File: src/rtl/vdc_bus_master.sv
// HuC6270 VDC register-port bus initiator: register commands -> CS_n/RD_n/WR_n byte cycles, plus IRQ_n synchroniser.
// Latency (BUSY_n high): (2+STROBE_CYCLES) clocks per byte + 1; BUSY_n low stretches the strobe, timeout aborts. Optional VDC_ADDR_CACHE_EN skips a repeated A0 select.
// Backpressure: cmd_ready is low from handshake until the response pulse; rsp has no ready (one-cycle pulse).
module vdc_bus_master #(
    parameter int unsigned STROBE_CYCLES = 2,
    parameter int unsigned BUSY_TIMEOUT  = 255
) (
    input  logic        clock,
    input  logic        reset_n,
    input  logic        cmd_valid,
    output logic        cmd_ready,
    input  logic [1:0]  cmd_op,
    input  logic [4:0]  cmd_reg,
    input  logic [15:0] cmd_wdata,
    output logic        rsp_valid,
    output logic [15:0] rsp_rdata,
    output logic        rsp_err,
    output logic        CS_n,
    output logic        RD_n,
    output logic        WR_n,
    output logic [1:0]  A,
    output logic [7:0]  D_out,
    output logic        D_oe,
    input  logic [7:0]  D_in,
    input  logic        BUSY_n,
    input  logic        IRQ_n,
    output logic        irq
);
    typedef enum logic [2:0] {S_IDLE, S_SETUP, S_STROBE, S_WAITB, S_HOLD, S_DONE} state_t;

    localparam logic [7:0] STB_LAST = 8'(STROBE_CYCLES - 1);
    localparam logic [7:0] TMO_LAST = 8'(BUSY_TIMEOUT - 1);

    // Byte index 0 = A0 select/status, 1 = A2 (LSB), 2 = A3 (MSB).
    function automatic logic byte_is_rd(input logic [1:0] op, input logic [1:0] idx);
        return (op == 2'd0) || (op == 2'd3) || ((op == 2'd2) && (idx != 2'd0));
    endfunction

    function automatic logic [1:0] byte_addr(input logic [1:0] idx);
        return (idx == 2'd0) ? 2'd0 : ((idx == 2'd1) ? 2'd2 : 2'd3);
    endfunction

    function automatic logic [7:0] byte_dat(input logic [1:0] op, input logic [4:0] rg,
                                            input logic [15:0] wd, input logic [1:0] idx);
        logic [7:0] d;
        d = 8'h00;
        if (!byte_is_rd(op, idx)) begin
            case (idx)
                2'd0:    d = {3'b000, rg};
                2'd1:    d = wd[7:0];
                default: d = wd[15:8];
            endcase
        end
        return d;
    endfunction

    state_t      state_q, state_d;
    logic [1:0]  op_q, op_d;
    logic [4:0]  reg_q, reg_d;
    logic [15:0] wd_q, wd_d;
    logic [1:0]  idx_q, idx_d;
    logic [7:0]  cnt_q, cnt_d;
    logic [15:0] rdacc_q, rdacc_d;
    logic [15:0] rdata_q, rdata_d;
    logic        err_q, err_d;
    logic [1:0]  a_q, a_d;
    logic [7:0]  dout_q, dout_d;
    logic        irq_s1_q, irq_s2_q;

    logic        cur_rd, active, strobe, cache_hit;
    logic [1:0]  last_idx;
    logic [15:0] rdacc_cap;

`ifdef VDC_ADDR_CACHE_EN
    logic        cache_vld_q, cache_vld_d;
    logic [4:0]  cache_reg_q, cache_reg_d;
    assign cache_hit = ((cmd_op == 2'd1) || (cmd_op == 2'd2)) && cache_vld_q && (cache_reg_q == cmd_reg);
`else
    assign cache_hit = 1'b0;
`endif

    assign cur_rd   = byte_is_rd(op_q, idx_q);
    assign last_idx = ((op_q == 2'd1) || (op_q == 2'd2)) ? 2'd2 : 2'd0;
    assign active   = (state_q == S_SETUP) || (state_q == S_STROBE) ||
                      (state_q == S_WAITB) || (state_q == S_HOLD);
    assign strobe   = (state_q == S_STROBE) || (state_q == S_WAITB);

    // Strobes decode straight from the async-reset state so reset releases the bus at once.
    assign cmd_ready = (state_q == S_IDLE);
    assign CS_n      = !active;
    assign RD_n      = !(strobe && cur_rd);
    assign WR_n      = !(strobe && !cur_rd);
    assign D_oe      = active && !cur_rd;
    assign A         = a_q;
    assign D_out     = dout_q;
    assign rsp_valid = (state_q == S_DONE);
    assign rsp_rdata = rdata_q;
    assign rsp_err   = err_q;
    assign irq       = !irq_s2_q;

    always_comb begin
        rdacc_cap = rdacc_q;
        if (cur_rd) begin
            if (idx_q == 2'd2) rdacc_cap[15:8] = D_in;
            else               rdacc_cap[7:0]  = D_in;
        end
    end

    always_comb begin
        state_d = state_q;
        op_d    = op_q;
        reg_d   = reg_q;
        wd_d    = wd_q;
        idx_d   = idx_q;
        cnt_d   = cnt_q;
        rdacc_d = rdacc_q;
        rdata_d = rdata_q;
        err_d   = err_q;
        a_d     = a_q;
        dout_d  = dout_q;
`ifdef VDC_ADDR_CACHE_EN
        cache_vld_d = cache_vld_q;
        cache_reg_d = cache_reg_q;
`endif
        case (state_q)
            S_IDLE: begin
                if (cmd_valid) begin
                    op_d    = cmd_op;
                    reg_d   = cmd_reg;
                    wd_d    = cmd_wdata;
                    idx_d   = cache_hit ? 2'd1 : 2'd0;
                    rdacc_d = 16'h0000;
                    err_d   = 1'b0;
                    a_d     = byte_addr(idx_d);
                    dout_d  = byte_dat(cmd_op, cmd_reg, cmd_wdata, idx_d);
                    state_d = S_SETUP;
                end
            end
            S_SETUP: begin
                cnt_d   = 8'd0;
                state_d = S_STROBE;
            end
            S_STROBE: begin
                if (cnt_q == STB_LAST) begin
                    cnt_d = 8'd0;
                    if (BUSY_n) begin
                        rdacc_d = rdacc_cap;
                        state_d = S_HOLD;
                    end else begin
                        state_d = S_WAITB;
                    end
                end else begin
                    cnt_d = cnt_q + 8'd1;
                end
            end
            S_WAITB: begin
                if (BUSY_n) begin
                    rdacc_d = rdacc_cap;
                    state_d = S_HOLD;
                end else if (cnt_q == TMO_LAST) begin
                    err_d   = 1'b1;
                    rdata_d = 16'h0000;
`ifdef VDC_ADDR_CACHE_EN
                    cache_vld_d = 1'b0;
`endif
                    state_d = S_DONE;
                end else begin
                    cnt_d = cnt_q + 8'd1;
                end
            end
            S_HOLD: begin
`ifdef VDC_ADDR_CACHE_EN
                if ((idx_q == 2'd0) && (last_idx == 2'd2)) begin
                    cache_vld_d = 1'b1;
                    cache_reg_d = reg_q;
                end
`endif
                if (idx_q == last_idx) begin
                    rdata_d = rdacc_q;
                    state_d = S_DONE;
                end else begin
                    idx_d   = idx_q + 2'd1;
                    a_d     = byte_addr(idx_d);
                    dout_d  = byte_dat(op_q, reg_q, wd_q, idx_d);
                    state_d = S_SETUP;
                end
            end
            S_DONE:  state_d = S_IDLE;
            default: state_d = S_IDLE;
        endcase
    end

    always_ff @(posedge clock or negedge reset_n) begin
        if (!reset_n) begin
            state_q  <= S_IDLE;
            op_q     <= 2'd0;
            reg_q    <= 5'd0;
            wd_q     <= 16'h0000;
            idx_q    <= 2'd0;
            cnt_q    <= 8'd0;
            rdacc_q  <= 16'h0000;
            rdata_q  <= 16'h0000;
            err_q    <= 1'b0;
            a_q      <= 2'd0;
            dout_q   <= 8'h00;
            irq_s1_q <= 1'b1;
            irq_s2_q <= 1'b1;
        end else begin
            state_q  <= state_d;
            op_q     <= op_d;
            reg_q    <= reg_d;
            wd_q     <= wd_d;
            idx_q    <= idx_d;
            cnt_q    <= cnt_d;
            rdacc_q  <= rdacc_d;
            rdata_q  <= rdata_d;
            err_q    <= err_d;
            a_q      <= a_d;
            dout_q   <= dout_d;
            irq_s1_q <= IRQ_n;
            irq_s2_q <= irq_s1_q;
        end
    end

`ifdef VDC_ADDR_CACHE_EN
    always_ff @(posedge clock or negedge reset_n) begin
        if (!reset_n) begin
            cache_vld_q <= 1'b0;
            cache_reg_q <= 5'd0;
        end else begin
            cache_vld_q <= cache_vld_d;
            cache_reg_q <= cache_reg_d;
        end
    end
`endif
endmodule
File: config.mk
export PLATFORM = sky130hd
export DESIGN_NAME = vdc_bus_master
export DESIGN_NICKNAME = d
export VERILOG_FILES = /design/src/rtl/vdc_bus_master.sv
export SDC_FILE = /design/constraint.sdc
export NUM_CORES = 1
export LEC_CHECK = 0
export CAP_MARGIN = 10
export CORE_MARGIN = 2
export CORE_UTILIZATION = 47
export CTS_CLUSTER_DIAMETER = 100
export DETAILED_ROUTE_END_ITERATION = 7
export PLACE_DENSITY_LB_ADDON = 0.25
export REMOVE_ABC_BUFFERS = 1
export SYNTH_ARGS = -nofsm -noshare
export SYNTH_HDL_FRONTEND = slang
export SYNTH_SLANG_ARGS = --single-unit
File: constraint.sdc
create_clock -name clock -period 1.9 [get_ports clock]
set_input_delay 0.285 -clock clock [delete_from_list [all_inputs] [get_ports clock]]
set_output_delay 0.285 -clock clock [all_outputs]
set_load 0.02 [all_outputs]
==> run metrics <==
Placer Congestion around 0.90; fmax approximately 0.54 GHz; power density over cell area 1600 nW/um2; GR Layer Usage met3 approximately 3.6%; first-pass GRT wire length around 15 mm; CTS tree yes; Pleak around 2.4 nW; outcome finished, final reports clean; Total Neg Setup Slack 0 ns; Synth area leader dfrtp_1; share of layout cells above drive strength 1 about a fifth; Seq pwr share around 32%; vias per inst about 5.6; Total Power roughly 8.3 mW; post-layout min period 1.86 ns; Detail Placement HPWL ~6.4 mm; YS warnings 0; Die Ht approximately 93 um; number of synthesized flops with an enable pin 0; CP Class register to register; core area around 7700 um2; Clock Path Buffers 2; antenna violations before repair 0; Peak VDD IR around 0.72 mV; clk_lat worst skew around 0.36 ns; R2R setup slack between 0.03 and 0.04 ns; standard-cell rows 32; top-area cell type share of the netlist area 51.9%; crit path launch type register; routed vias 3176; FF+latch area 2010 um2; most frequent cell after synthesis dfrtp_1; dpl cells roughly 550; CP Max Fanout 8; Clock Pin Slew Worst Setup and Hold Paths about 0.09 ns; die area around 8700 um2; Cell Area, Synth 3760 um2; CP Data Required Time 2.15 ns; pin count of the biggest net entering global routing 45; CP Capture Type register; DR WL/cell approximately 16 um; Commonest cells post-synth dfrtp_1 (78), nand2_1 (75), inv_1 (22); Switch Pwr 3.34 mW; die width roughly 93 um; clock buffer count from CTS 9; Seq/Total Area, Yosys a little over half; DRT iter0 DRCs approximately 210; root buf cell clkbuf_8; I/O pin total 70; multi-input logic area 1670 um2; Clock Skew 0.0102 ns; Overflow after GRT 0; Overall Global Routing Usage ~22%; fin. max-slew vios 0; FFs w/ async S/R, synth 100%; Yosys cell types 52; Fillers between 600 and 700; H-Tree Depth 3; Pre-antenna DRT Iters 4; drt drc 0; Routed WL 9.01 mm; post-layout net count around 510; Net Sw Frac between 40% and 50%; top post-synthesis cells by area dfrtp_1 (52%), nand2_1 (7.5%), a22o_1 (3.7%), a32o_1 (3.2%), ha_1 (2.7%); Final Hold Fails 0; GR Layer Usage met1 between 20% and 30%; reg2reg path depth 5; combinational power share 53.5%; antenna-violating nets left 0; initial core utilization approximately 50%; hold path depth 1; I/O Buffers approximately 70; Synth-to-Final Area Change 37.0%; Most Crowded Layer GR met2; main flop type after synthesis dfrtp_1; clock tree sinks 80; pin slew with the least headroom to its limit 0.480 ns; Worst Hold Class primary input to register; vias in the first global route around 3200; M2 GR Usage a little over a third; Slew headroom between 60% and 70%; synthesized netlist cell count 364; WP data arrival about 2.1 ns; Synth Register Bits 80; clock share of power 14.2%; fin cells 570; Avg Cell Area, Syn ~10 um2; ant diodes 0; Final period util 98.0%; Final setup viols 0; maxcap violations 0; Internal Power between 4 and 5 mW
[area by class of cell]
class / count / area share [%]
flip-flops and latches: 80 / 38.9
clock inverters: 7 / 1.07
clock buffers: 9 / 2.40
multi-input cells: 240 / 32.5
repair buffers: 110 / 21.1
inverters: 22 / 1.60
well taps: 102 / 2.47
[per-stage QoR]
stage	instance area [um2]	hold WS, ns	util (%)	worst slack [ns]
after detailed placement	4840	0.282	62.7	-0.241
after global placement	4840	0.279	62.7	-0.219
after global routing	5160	0.316	66.7	-0.0261
after floorplan	3650	-0.0106	-	-0.253
after CTS	5030	0.316	65.1	0.00126
final	5160	0.322	66.7	0.0378
[cell families after synthesis]
logic type      share of synthesized area [%]
mux                                      1.33
simple gates                             15.7
buf+inv                                  5.25
xor+xnor                                0.698
fa+ha+maj                                2.66
compound gates                           21.1
flops                                    53.3
[power by group through the flow]
| stage | registers [mW] | clock network [mW] | logic (mW) |
|---|---|---|---|
| floorplan | 2.87 | 0 | 2.02 |
| global placement | 2.66 | 0 | 3.99 |
| detailed placement | 2.68 | 0 | 4.10 |
| CTS | 2.65 | 1.20 | 4.10 |
| global route | 2.74 | 1.27 | 4.83 |
| finish | 2.67 | 1.17 | 4.42 |
[sequential cells by signal (all words and copies together), names as in the netlist]
signal and cells:
irq_s2_q 1, rsp_rdata 16, A 2, reg_q 5, state_q 3, cnt_q 8
idx_q 1, rdacc_q 16, wd_q 16, op_q 2, rsp_err 1, irq_s1_q 1
D_out 8
[path summary, 6_finish.rpt]
kind / from / to
worst max-delay path: state_q[2] / rdacc_q[7]
worst min-delay path: IRQ_n / irq_s1_q
worst max register to register: state_q[2] / rdacc_q[7]
worst min register to register: irq_s1_q / irq_s2_q
max in group asynchronous: reset_n / idx_q[0]
min in group asynchronous: reset_n / rsp_rdata[13]
[per-layer routing]
layer  up-vias  routed length (um)
met5         -                   0
met1      1534                3990
met3        18                 557
met4         0                 209
li1       1502                   -
met2       122                4250
[worst max-delay path, cell delays in order, from the launching register on]
cell,delay (ns)
dfrtp_1,0.43
or4b_4,0.59
a32oi_4,0.24
nand3_2,0.11
buf_4,0.17
a32o_1,0.20
[what timing repair did]
item                                    4_1_cts  5_1_grt
setup buffers                                 0        2
hold buffers                                  1        0
pin swaps                                     1        6
endpoints found under the setup margin       16       44
endpoints found under the hold margin        34        0
gates resized for setup                      23       25
[placed cells by master (no fill, tap or decap), drive strengths merged, types with 11 or more instances in the layout]
master and instances:
dfrtp 78, nand3 11, clkdlybuf4s50 62, buf 44, o21ai 12, nand2 75, a32o 12, a22o 16
inv 25
Note: power is estimated with default switching activity, not from simulation.
